**src/rtl/lfsr_rng.sv**
```systemverilog
// Maximal-length Fibonacci LFSR random-word generator.
// Advances every clock; the state register is the output word.
module lfsr_rng #(
   parameter int          WIDTH = 16,
   parameter logic [31:0] SEED  = 32'h0000_ACE1
) (
   input  logic             clk,
   input  logic             rst,
   output logic [WIDTH-1:0] out
);

   function automatic logic [31:0] taps4(input int a, input int b, input int c, input int d);
      logic [31:0] m;
      m = '0;
      if (a > 0) m = m | (32'd1 << (a - 1));
      if (b > 0) m = m | (32'd1 << (b - 1));
      if (c > 0) m = m | (32'd1 << (c - 1));
      if (d > 0) m = m | (32'd1 << (d - 1));
      return m;
   endfunction

   // Tap n contributes bit n-1 to the feedback XOR.
   function automatic logic [31:0] tap_mask(input int w);
      case (w)
         3:       return taps4(3, 2, 0, 0);
         4:       return taps4(4, 3, 0, 0);
         5:       return taps4(5, 3, 0, 0);
         6:       return taps4(6, 5, 0, 0);
         7:       return taps4(7, 6, 0, 0);
         8:       return taps4(8, 6, 5, 4);
         9:       return taps4(9, 5, 0, 0);
         10:      return taps4(10, 7, 0, 0);
         11:      return taps4(11, 9, 0, 0);
         12:      return taps4(12, 6, 4, 1);
         13:      return taps4(13, 4, 3, 1);
         14:      return taps4(14, 5, 3, 1);
         15:      return taps4(15, 14, 0, 0);
         16:      return taps4(16, 15, 13, 4);
         17:      return taps4(17, 14, 0, 0);
         18:      return taps4(18, 11, 0, 0);
         19:      return taps4(19, 6, 2, 1);
         20:      return taps4(20, 17, 0, 0);
         21:      return taps4(21, 19, 0, 0);
         22:      return taps4(22, 21, 0, 0);
         23:      return taps4(23, 18, 0, 0);
         24:      return taps4(24, 23, 22, 17);
         25:      return taps4(25, 22, 0, 0);
         26:      return taps4(26, 6, 2, 1);
         27:      return taps4(27, 5, 2, 1);
         28:      return taps4(28, 25, 0, 0);
         29:      return taps4(29, 27, 0, 0);
         30:      return taps4(30, 6, 4, 1);
         31:      return taps4(31, 28, 0, 0);
         32:      return taps4(32, 22, 2, 1);
         default: return '0;
      endcase
   endfunction

   generate
      if (WIDTH < 3 || WIDTH > 32) begin : g_bad_width
         $error("lfsr_rng: WIDTH must be in 3..32");
      end
   endgenerate

   localparam logic [31:0]      TAPS_ALL = tap_mask(WIDTH);
   localparam logic [WIDTH-1:0] TAPS     = TAPS_ALL[WIDTH-1:0];
   localparam logic [WIDTH-1:0] ONE      = {{(WIDTH-1){1'b0}}, 1'b1};
   localparam logic [WIDTH-1:0] RST_VAL  = (SEED[WIDTH-1:0] == '0) ? ONE : SEED[WIDTH-1:0];

   logic [WIDTH-1:0] r_state;
   logic             w_fb;
   logic [WIDTH-1:0] w_next;

   assign w_fb = ^(r_state & TAPS);
   // All-zero is the XOR lock-up state; kick it back into the sequence.
   assign w_next = (r_state == '0) ? ONE : {r_state[WIDTH-2:0], w_fb};

   always_ff @(posedge clk or posedge rst) begin
      if (rst) r_state <= RST_VAL;
      else     r_state <= w_next;
   end

   assign out = r_state;

endmodule

```
**config.mk**
```make
export PLATFORM = sky130hd
export DESIGN_NAME = lfsr_rng
export DESIGN_NICKNAME = d
export VERILOG_FILES = /design/src/rtl/lfsr_rng.sv
export SDC_FILE = /design/constraint.sdc
export NUM_CORES = 1
export LEC_CHECK = 0
export ABC_AREA = 1
export CAP_MARGIN = 20
export CORE_MARGIN = 1
export CORE_UTILIZATION = 45
export DETAILED_ROUTE_END_ITERATION = 10
export GPL_TIMING_DRIVEN = 0
export PLACE_DENSITY = 0.77
export SYNTH_ARGS = -nofsm -noshare
export SYNTH_HDL_FRONTEND = slang
export SYNTH_SLANG_ARGS = --single-unit
```
**constraint.sdc**
```tcl
create_clock -name clk -period 2.9 [get_ports clk]
set_input_delay 0.29 -clock clk [delete_from_list [all_inputs] [get_ports clk]]
set_output_delay 0.29 -clock clk [all_outputs]
set_load 0.005 [all_outputs]
```
==> summary.md <==
| Metric | Value |
|---|---|
| LEAKAGE | `0.3450 nW` |
| Maxcap violations | `0` |
| Final setup fails | `0` |
| CP Launch Type | `flop` |
| Total GRT Usage | `15.35%` |
| Crit path cell chain | `clkdlybuf4s50_1` |
| Gpl congestion | `0.7269` |
| Mapped Nets | `60` |
| Routed WL | `886 um` |
| CP required | `2.61 ns` |
| Worst-Margin Slew | `0.5573 ns` |
| Reg clk slew, reported paths | `0.09 ns` |
| Post-DP HPWL | `681.1 um` |
| Worst R2R Setup Slack | `1.61 ns` |
| RR Endpoint | `out[0]` |
| Vias per inst | `4.326` |
| Max Freq | `619.1 MHz` |
| Global-route wire length before repair | `1435 um` |
| Routed len/inst | `9.630 um` |
| 1st-pass router iterations | `2` |
| Worst Hold Class | `in -> async` |
| Vias in the first global route | `364` |
| Sequential-to-total area share from yosys stat | `70.24%` |
| Starting DRC count in detailed routing | `5` |
| Met1 GRT Util | `18.82%` |
| GR peak layer | `met2` |
| Ant. Diodes | `0` |
| Total negative slack | `0 ns` |
| CTS tree | `yes` |
| Commonest non-fill, non-tap cell in the layout | `clkdlybuf4s50_1` |
| Std-Cell Core Area | `1156 um^2` |
| CP bufs+invs | `1` |
| WHS | `0.3510 ns` |
| Post-place instance area | `772.0 um^2` |
| Fill cell count | `106` |
| Most frequent cells in the layout | `clkdlybuf4s50_1, clkbuf_1, nand2_1, nor2_1` |
| Cells after synthesis | `57` |
| Nets@finish | `82` |
| YS warnings | `0` |
| Post-DRT Antenna Nets | `0` |
| # IOs | `18` |
| Final core utilization | `69.91%` |
| Family with the most delay on the worst path | `flip-flops` |
| Die width | `38.04 um` |
| Final Cell Area | `808.3 um^2` |
| Die Y | `38.04 um` |
| Final min period | `1.615 ns` |
| DIE AREA | `1447 um^2` |
| Port Buffers | `17` |
| CP peak stage delay | `0.55 ns` |
| Grt ovf | `0` |
| Num Clock Sinks | `16` |
| RSZ-0062 raised after global routing | `false` |
| Root Buffer | `clkbuf_4` |
| Post-CTS setup repair buffer count | `0` |
| Initial antenna violation count | `0` |
| Bufs on Longest Clock Path | `2` |
| CP Max Fanout | `3` |
| Critical path data arrival time | `1.33 ns` |
| Worst-Skew Late Latency | `0.28 ns` |
| H-tree levels | `1` |
| Synth cell types | `10` |
| Post-CTS Hold Buffers | `0` |
| Via count | `398` |
| Post-CTS Resized | `0` |
| Met2 Use GR | `23.73%` |
| Remaining DRCs | `0` |
| Hold Fails Final Rpt | `0` |
| Number of synthesized register bits | `16` |
| Kind of critical path | `reg -> out` |
| Max VDD drop | `290.5 uV` |
| Post-Syn Area | `584.3 um^2` |
| Met3 Use GR | `1.744%` |
| CP max stage cell | `dfstp_2` |
| R2r worst-path depth | `6` |
| Largest net degree at the start of global routing | `17` |
| Setup Skew | `0.003867 ns` |
| Syn avg cell area | `10.25 um^2` |
| Crit end category | `output port` |
| Initial Utilization | `50.54%` |
| Clock buffer count from CTS | `3` |
| Rel. slew slack | `62.81%` |
| Area growth syn-to-layout | `38.33%` |
| Pwr/cell area | `457.5 nW/um^2` |
| Row cnt | `12` |
| Final Cycle Share | `55.70%` |
| R2R Path Start | `out[15]` |
| Slew Limit Fails | `0` |
| Run status | `completed` |
| Max reg flops | `16` |
| Layout cells sized above 1 | `15.38%` |
==> per-layer routing <==
layer / share of wire (%) / up-vias
met3: 4.6 / 2
met4: 1.1 / 0
met1: 47 / 185
li1: - / 197
met2: 47 / 14
met5: 0 / -
==> cell type report <==
class                      count  area [um^2]  area share [%]
sequential                    16        410.4           50.77
timing repair buffer          17        170.2           21.05
multi-input combinational     22        102.6           12.69
buffer                        14        52.55           6.502
clock buffer                   4        36.28           4.489
inverter                       5        18.77           2.322
tap                           14        17.52           2.167
==> Yosys cell counts <==
cell,number,area share [%]
clkbuf_1,14,9.0
nand2_1,9,5.8
nor2_1,9,5.8
dfrtp_1,8,34
dfstp_2,8,36
inv_1,5,3.2
a21oi_1,1,0.86
ha_1,1,2.1
xnor2_1,1,1.5
xor2_1,1,1.5
==> cell families after synthesis <==
group | Yosys count | share of synthesized area (%)
AND/OR/NAND/NOR | 18 | 11.56
buffers and inverters | 19 | 12.21
adder cells (fa/ha/maj) | 1 | 2.141
AO/OA/AOI/OAI | 1 | 0.8557
flip-flops | 16 | 70.23
XOR/XNOR | 2 | 2.998
==> how the worst max path moves through the flow <==
stage,startpoint,endpoint,slack (ns),cells past startpoint
3_5_place_dp,out[11],out[11],1.59,1
6_report,out[5],out[5],1.28,1
5_1_grt,out[13],out[13],1.23,1
2_1_floorplan,out[15],out[0],1.69,6
4_1_cts,out[6],out[6],1.27,1
3_3_place_gp,out[6],out[6],1.59,1
==> stage by stage <==
stage / total power [mW] / worst slack [ns] / cells
after detailed placement: 0.2331 / 1.593 / 88
after floorplan: 0.2307 / 1.694 / 57
after CTS: 0.3770 / 1.267 / 92
after global routing: 0.3882 / 1.229 / 92
after global placement: 0.2331 / 1.590 / 88
final: 0.3698 / 1.285 / 92
==> power breakdown <==
group | leakage, nW | internal, mW | total (mW) | switching (mW)
sequential | 0.177 | 0.224 | 0.224 | 0
combinational | 0.147 | 0.00124 | 0.00519 | 0.00395
clock | 0.0210 | 0.0763 | 0.141 | 0.0648
Note: power is estimated with default switching activity, not from simulation.
